`src/rtl/board_ram_writer.sv`:
```
// Write-side controller for the 8x8 LED board RAM (2 bits per cell).
// Handles place/remove/clear commands over a valid/ready handshake.
// Place/remove do a read-check-write; clear sweeps every cell to empty.
// It also keeps running red/green stone counts for the game logic.
module board_ram_writer #(
  parameter bit CLEAR_ON_RESET = 1'b1,
  parameter int CELLS          = 64
) (
  input  logic       clk,
  input  logic       rst_n,
  input  logic       cmd_valid,
  output logic       cmd_ready,
  input  logic [1:0] cmd_op,
  input  logic [5:0] cmd_pos,
  input  logic       cmd_color,
  output logic       resp_valid,
  output logic [1:0] resp_code,
  output logic [5:0] ram_rd_addr,
  input  logic [1:0] ram_rd_data,
  output logic       ram_wr_en,
  output logic [5:0] ram_wr_addr,
  output logic [1:0] ram_wr_data,
  output logic [6:0] red_count,
  output logic [6:0] green_count,
  output logic       busy
);

  typedef enum logic [2:0] {
    S_IDLE, S_RD, S_CHK, S_WR, S_CLEAR, S_ERR
  } state_e;

  localparam logic [1:0] OP_PLACE  = 2'b00;
  localparam logic [1:0] OP_REMOVE = 2'b01;
  localparam logic [1:0] OP_CLEAR  = 2'b10;

  localparam logic [1:0] RC_OK       = 2'b00;
  localparam logic [1:0] RC_OCCUPIED = 2'b01;
  localparam logic [1:0] RC_MISMATCH = 2'b10;
  localparam logic [1:0] RC_BAD_OP   = 2'b11;

  // Cell encoding is {red, green}.
  localparam logic [1:0] ST_EMPTY = 2'b00;
  localparam logic [1:0] ST_RED   = 2'b10;
  localparam logic [1:0] ST_GREEN = 2'b01;

  localparam logic       SIDE_RED  = 1'b1;
  localparam logic [5:0] LAST_ADDR = 6'(CELLS - 1);

  state_e     state_q;
  logic [1:0] op_q;
  logic [5:0] pos_q;
  logic       color_q;
  logic [5:0] clr_cnt_q;
  logic       clr_done_q;
  logic       cmd_ready_q;
  logic       busy_q;
  logic       resp_valid_q;
  logic [1:0] resp_code_q;
  logic [5:0] rd_addr_q;
  logic       wr_en_q;
  logic [5:0] wr_addr_q;
  logic [1:0] wr_data_q;
  logic [6:0] red_q;
  logic [6:0] green_q;

  logic [1:0] side_stone;
  logic       chk_pass;

  // Stone pattern for the latched side and the occupancy check on read data.
  always_comb begin
    side_stone = (color_q == SIDE_RED) ? ST_RED : ST_GREEN;
    chk_pass   = 1'b0;
    if (op_q == OP_PLACE) chk_pass = (ram_rd_data == ST_EMPTY);
    else                  chk_pass = (ram_rd_data == side_stone);
  end

  // Main controller FSM; every output is a register updated here.
  always_ff @(posedge clk or negedge rst_n) begin
    if (!rst_n) begin
      state_q      <= CLEAR_ON_RESET ? S_CLEAR : S_IDLE;
      op_q         <= 2'b00;
      pos_q        <= 6'd0;
      color_q      <= 1'b0;
      clr_cnt_q    <= 6'd0;
      clr_done_q   <= 1'b0;
      cmd_ready_q  <= 1'b0;
      busy_q       <= CLEAR_ON_RESET;
      resp_valid_q <= 1'b0;
      resp_code_q  <= RC_OK;
      rd_addr_q    <= 6'd0;
      wr_en_q      <= 1'b0;
      wr_addr_q    <= 6'd0;
      wr_data_q    <= 2'b00;
      red_q        <= 7'd0;
      green_q      <= 7'd0;
    end else begin
      // Response is a single-cycle pulse unless a state re-asserts it.
      resp_valid_q <= 1'b0;
      case (state_q)
        S_IDLE: begin
          if (cmd_valid && cmd_ready_q) begin
            op_q        <= cmd_op;
            pos_q       <= cmd_pos;
            color_q     <= cmd_color;
            cmd_ready_q <= 1'b0;
            busy_q      <= 1'b1;
            case (cmd_op)
              OP_PLACE, OP_REMOVE: begin
                state_q   <= S_RD;
                rd_addr_q <= cmd_pos;
              end
              OP_CLEAR: begin
                state_q    <= S_CLEAR;
                clr_cnt_q  <= 6'd0;
                clr_done_q <= 1'b0;
              end
              default: state_q <= S_ERR;
            endcase
          end else begin
            // Ready rises one cycle after the response pulse.
            cmd_ready_q <= 1'b1;
          end
        end
        S_RD: state_q <= S_CHK;
        S_CHK: begin
          if (chk_pass) begin
            state_q   <= S_WR;
            wr_en_q   <= 1'b1;
            wr_addr_q <= pos_q;
            wr_data_q <= (op_q == OP_PLACE) ? side_stone : ST_EMPTY;
          end else begin
            state_q      <= S_IDLE;
            busy_q       <= 1'b0;
            resp_valid_q <= 1'b1;
            resp_code_q  <= (op_q == OP_PLACE) ? RC_OCCUPIED : RC_MISMATCH;
          end
        end
        S_WR: begin
          // Count moves on the same edge the RAM commits the write.
          wr_en_q      <= 1'b0;
          state_q      <= S_IDLE;
          busy_q       <= 1'b0;
          resp_valid_q <= 1'b1;
          resp_code_q  <= RC_OK;
          if (op_q == OP_PLACE) begin
            if (color_q == SIDE_RED) red_q   <= red_q + 7'd1;
            else                     green_q <= green_q + 7'd1;
          end else begin
            if (color_q == SIDE_RED) red_q   <= red_q - 7'd1;
            else                     green_q <= green_q - 7'd1;
          end
        end
        S_CLEAR: begin
          if (!clr_done_q) begin
            wr_en_q   <= 1'b1;
            wr_addr_q <= clr_cnt_q;
            wr_data_q <= ST_EMPTY;
            if (clr_cnt_q == LAST_ADDR) begin
              // Last write of the sweep carries the response; counter parks.
              clr_done_q   <= 1'b1;
              resp_valid_q <= 1'b1;
              resp_code_q  <= RC_OK;
              red_q        <= 7'd0;
              green_q      <= 7'd0;
            end else begin
              clr_cnt_q <= clr_cnt_q + 6'd1;
            end
          end else begin
            wr_en_q     <= 1'b0;
            clr_done_q  <= 1'b0;
            state_q     <= S_IDLE;
            busy_q      <= 1'b0;
            cmd_ready_q <= 1'b1;
          end
        end
        S_ERR: begin
          state_q      <= S_IDLE;
          busy_q       <= 1'b0;
          resp_valid_q <= 1'b1;
          resp_code_q  <= RC_BAD_OP;
        end
        default: begin
          state_q <= S_IDLE;
          busy_q  <= 1'b0;
          wr_en_q <= 1'b0;
        end
      endcase
    end
  end

  assign cmd_ready   = cmd_ready_q;
  assign busy        = busy_q;
  assign resp_valid  = resp_valid_q;
  assign resp_code   = resp_code_q;
  assign ram_rd_addr = rd_addr_q;
  assign ram_wr_en   = wr_en_q;
  assign ram_wr_addr = wr_addr_q;
  assign ram_wr_data = wr_data_q;
  assign red_count   = red_q;
  assign green_count = green_q;

endmodule

```
`config.mk`:
```
export PLATFORM = sky130hd
export DESIGN_NAME = board_ram_writer
export DESIGN_NICKNAME = d
export VERILOG_FILES = /design/src/rtl/board_ram_writer.sv
export SDC_FILE = /design/constraint.sdc
export NUM_CORES = 1
export LEC_CHECK = 0
export CELL_PAD_IN_SITES_DETAIL_PLACEMENT = 1
export CELL_PAD_IN_SITES_GLOBAL_PLACEMENT = 1
export CORE_ASPECT_RATIO = 0.8
export CORE_MARGIN = 10
export CORE_UTILIZATION = 39
export CTS_BUF_LIST = sky130_fd_sc_hd__clkbuf_4
export DETAILED_ROUTE_END_ITERATION = 10
export GPL_ROUTABILITY_DRIVEN = 0
export PLACE_DENSITY = 0.84
export SLEW_MARGIN = 20
export SYNTH_ARGS = -nofsm -noshare
export SYNTH_HDL_FRONTEND = slang
export SYNTH_SLANG_ARGS = --single-unit
```
`constraint.sdc`:
```
create_clock -name clk -period 2.5 [get_ports clk]
set_clock_uncertainty 0.2 [all_clocks]
set_input_delay 0.5 -clock clk [delete_from_list [all_inputs] [get_ports clk]]
set_output_delay 0.5 -clock clk [all_outputs]
set_load 0.01 [all_outputs]
```
; ---- Word level (Yosys, flattened, before mapping)
; Cells that the tools add are included.
[op_classes]
bitwise_logic = 2
n_reduce_logical = 24
n_eq_ne = 19
muxes = 51
add_sub_neg = 5
[op_table]
columns = op, n
row1 = $mux W7, 8
row2 = $mux W6, 6
row3 = $pmux W7 S2, 2
row4 = $pmux W6 S2, 2
row5 = $mux W2, 9
row6 = $ne A2 B2 Y1 const B, 9
row7 = $reduce_and A4 Y1, 4
row8 = $add A7 B1 Y7 const B, 2
row9 = $sub A7 B1 Y7 const B, 2
row10 = $mux W1, 13
row11 = $pmux W3 S4, 1
row12 = $reduce_and A3 Y1, 3
row13 = $pmux W2 S4, 1
row14 = $reduce_and A2 Y1, 4
row15 = $add A6 B1 Y6 const B, 1
row16 = $eq A3 B2 Y1 const B, 2
row17 = $eq A3 B3 Y1 const B, 2
row18 = $eq A6 B6 Y1 const B, 1
row19 = $logic_not A2 Y1, 3
row20 = $mux W3, 2
row21 = $pmux W1 S3, 2
row22 = $pmux W3 S2, 1
row23 = $reduce_bool A2 Y1, 3
row24 = $reduce_and A5 Y1, 1
row25 = 14 further kinds, 17
[totals]
output_inout_bits = 34
in_bits = 14
register_bits = 53
word_cells = 117

; ---- Longest topological paths before layout
[logic_depth]
ltp_word = 5
mapped_depth = 9
mapped_depth_nobuf = 8

; ---- Worst setup path before layout
; Ideal clock, no wire load.
[synth_timing]
path_kind = flip-flop to flip-flop
startpoint = reg op_q[1]
endpoint = reg red_q[6] (netlist: red_count[6])
t_arrival_ns = 2.142
setup_ns = 0.121
path_buffers = 1
required_ns = 2.179
slack_ns = 0.037
period_less_slack_ns = 2.463
path_stages_with_launch = 10
cell_sequence = dfrtp_1 -> or2_1 -> buf_4 -> inv_4 -> fa_1 -> nand2b_1 -> a21oi_1 -> or4_1 -> a31o_1 -> a22o_1
[synth_via]
elab_chain_cells = 3
[synth_rtl]
columns = element, line_no
row1 = "start, declared", 50  ; logic [1:0] op_q;
row2 = "start signal, assigned", 102  ; op_q <= cmd_op;
row3 = $logic_not A2 Y1, 145  ; if (op_q == OP_PLACE) begin
row4 = $mux W7, 145
row5 = $pmux W7 S2, 99  ; case (state_q)
row6 = "end signal, assigned", 146  ; if (color_q == SIDE_RED) red_q <= red_q + 7'd1;
row7 = "end signal, assigned", 149  ; if (color_q == SIDE_RED) red_q <= red_q - 7'd1;
row8 = "end, declared", 63  ; logic [6:0] red_q;
; No other way between the ends.
; A chain may end at the register's enable or synchronous reset.

; ---- Worst setup path after layout
; Same ends and word-level chain as after synthesis.

==> impl_metrics.ini <==
[global_routing]
grt-ovfl-total = 0
grt_antenna_before_repair = 1
global_route.usage.met3_pct = 2.72
grt_pass1_wl_microns = 13300
top_usage_layer = met2
use_met1_pct = 18.4
grt_pass1_vias = 2592
use_met2_pct = 24.1
grt_max_degree = 35
groute.usage.overall_pct = 14.6

[placed_design]
hpwl_microns = 6210
port-buffer-count = 47
place_area_sq_mm = 0.00362
pre_cts_slack_ns = -0.173
place_inst = 430

[worst_setup_path]
cp.required_ns = 2.61
cp_slowest_cell = or4_1
cp_cell_sequence = or2_4 > ha_1 > nand2b_1 > a21oi_1 > or4_1 > a31o_1 > a22o_1
start_kind = flip-flop
slowest_delay_ns = 0.50
crit_fanout = 8
crit_type = flip-flop to flip-flop
crit_path_end_kind = flip-flop
cp_data_arrival_time_ns = 2.59
reg2reg_depth = 7

[yosys]
synthFlopType = dfrtp_1
yosys.area.top_type = dfrtp_1
synth.distinct_cells = 56
synth_area_leaders = dfrtp_1 44%, mux2_2 9.7%, nand2_1 6.4%
syn_area_sq_mm = 0.00292
synth-edff-count = 0
synthCells = 282
syn-num-nets = 311
postSynthAreaPerCell_sq_um = 10.3
synth_warnings = 0
seq_area_frac_synth_pct = 45.6
synth.top_cell.area_share_pct = 43.8
async_flop_share_pct = 100
synth_seq_cells = 53

[layout]
instances_no_fill = 440
multi_input_area_sq_mm = 0.00151
final_nets = 377
finalInstanceArea_sq_mm = 0.00373
fillers = 812
area_growth_pct = 28.0
drive_gt1_share_pct = 20.6
regArea_sq_mm = 0.00133

[clock_network]
h-tree-depth = 2
clk_pin_slew_ns = 0.17
clock_path_buffers = 2
clk_latency_ns = 0.40
clockRootBuffer = clkbuf_4
clock-sinks = 53
numCtsBuffers = 5
cts_tree = done

[drt]
drt-initial-drc-count = 69
routedWlPerCell_microns = 18.2
ant_nets = 0
vias_per_cell = 5.35
routed_wl_microns = 8030
drtPass1Iterations = 4
vias = 2354
drc = 0

[sta]
slew_headroom_pct = 63.8
setup_viol = 0
worstMarginPinSlew_ns = 0.540
worst_slack_ns = 0.0246
fmax_ghz = 0.404
period_minus_slack_ns = 2.48
drv_slew = 0
whs_ns = 0.329
rsz0062_at_grt = yes
post-route-period-util_pct = 99.0
hold_viol_final = 0

[pwr]
clkPwrFrac_pct = 10.6
share_comb_of_total_power_pct = 58.2
seqPwrFrac_pct = 31.1
power_switching_mw = 2.06
p_per_area_mw_per_mm2 = 1340
power.leakage_nw = 1.63
vdd_drop_max_v = 0.000478
intPower_mw = 2.93
switching_share_pct = 41.3

[floorplanning]
core_area_sq_mm = 0.00732
fp.dieH_microns = 97.3
die_w_microns = 117
ios = 48
initial_core_util_pct = 39.8
die_area_sq_mm = 0.0114
row_count = 28

[flow_run]
maxCapViolations = 0

[status]
status = finished, final reports clean

[min_path]
hold_class = flip-flop to flip-flop
min_path_cells = 2
## worst max-delay path: cells and delay by family, from the launching register on
family	cells	cell delay, ns
AOI/OAI and AO/OA	3	0.50
adders and majority gates	1	0.35
DFF	1	0.42
and+or+nand+nor	3	0.92
## cell usage after synthesis (all sizes together), types with 4 or more instances
cell type and count:
dfrtp 51, nand2 51, mux2 25, o21ai 25
ha 13, nor2 11, inv 10, a21oi 9
nand3 8, clkbuf 6, nor2b 5, xor2 5
buf 4, nor3 4, xnor2 4
## area by class of cell
class	instances	share of cell area [%]
clock buffers	5	1.01
repair buffers	69	17.3
inverters	10	1.07
diodes	1	0.0671
flip-flops and latches	53	35.6
multi-input cells	209	40.6
clock inverters	3	1.34
well taps	90	3.02
## per-stage QoR
step,util (%),TNS (ns),total power [mW]
global route,51.0,-0.0575,5.38
CTS,50.8,0,5.00
global placement,49.4,-0.527,4.25
floorplan,-,0,3.23
detailed placement,49.4,-1.29,4.45
finish,51.0,0,4.98
## sequential cells by signal, indices dropped and copies added, names as in the netlist, 2 cells and up
signal       count
green_count      7
pos_q            6
state_q          3
red_count        7
clr_cnt_q        6
op_q             2
ram_rd_addr      6
ram_wr_addr      6
resp_code        2
ram_wr_data      2
## cell families after synthesis
| group | count (synthesis) | synth area share [%] |
|---|---|---|
| xor+xnor | 9 | 2.70 |
| simple gates | 102 | 18.5 |
| compound gates | 56 | 13.0 |
| buf+inv | 20 | 2.92 |
| fa+ha+maj | 15 | 6.95 |
| mux | 27 | 10.3 |
| flops | 53 | 45.6 |
## metal layers
metal / share of wire, % / up-vias
li1: - / 1129
met1: 46 / 1184
met2: 49 / 30
met3: 3.5 / 11
met4: 1.8 / 0
met5: 0 / -
## path summary, 6_finish.rpt
check	startpoint	end	slack [ns]
worst max-delay path	op_q[1]	red_count[6]	0.02
worst min register to register	resp_code[0]	resp_code[0]	0.33
worst max register to register	op_q[1]	red_count[6]	0.02
worst min-delay path	resp_code[0]	resp_code[0]	0.33
min in group asynchronous	rst_n	pos_q[5]	0.39
max in group asynchronous	rst_n	state_q[2]	1.09
## repair_timing
item / in CTS / in global routing
endpoints found under the hold margin: 19 / 0
setup endpoints to repair: 2 / 2
resized for setup: 1 / 2
cloned: 0 / 0
buffers inserted: 0 / 0
hold buffers: 1 / 0
## power by group through the flow
stage                     registers, mW  clock network, mW  logic, mW
after floorplan                    1.57                  0       1.66
after global placement             1.54                  0       2.71
after detailed placement           1.57                  0       2.88
after CTS                          1.55              0.541       2.91
after global routing               1.60              0.572       3.20
final                              1.55              0.530       2.90
## layout by cell type, fill, tap and decap left out, drive strengths merged, types with 3 or more instances in the layout
cell,instances
a21oi,9
nor2b,5
nand3,8
and3,3
nor2,11
nand2,51
clkbuf,5
dfrtp,51
nor3,4
clkdlybuf4s50,46
inv,11
ha,13
o211ai,3
mux2,25
o21ai,25
xor2,5
xnor2,4
buf,22
nand2b,3
(Power assumes the default switching activity.)
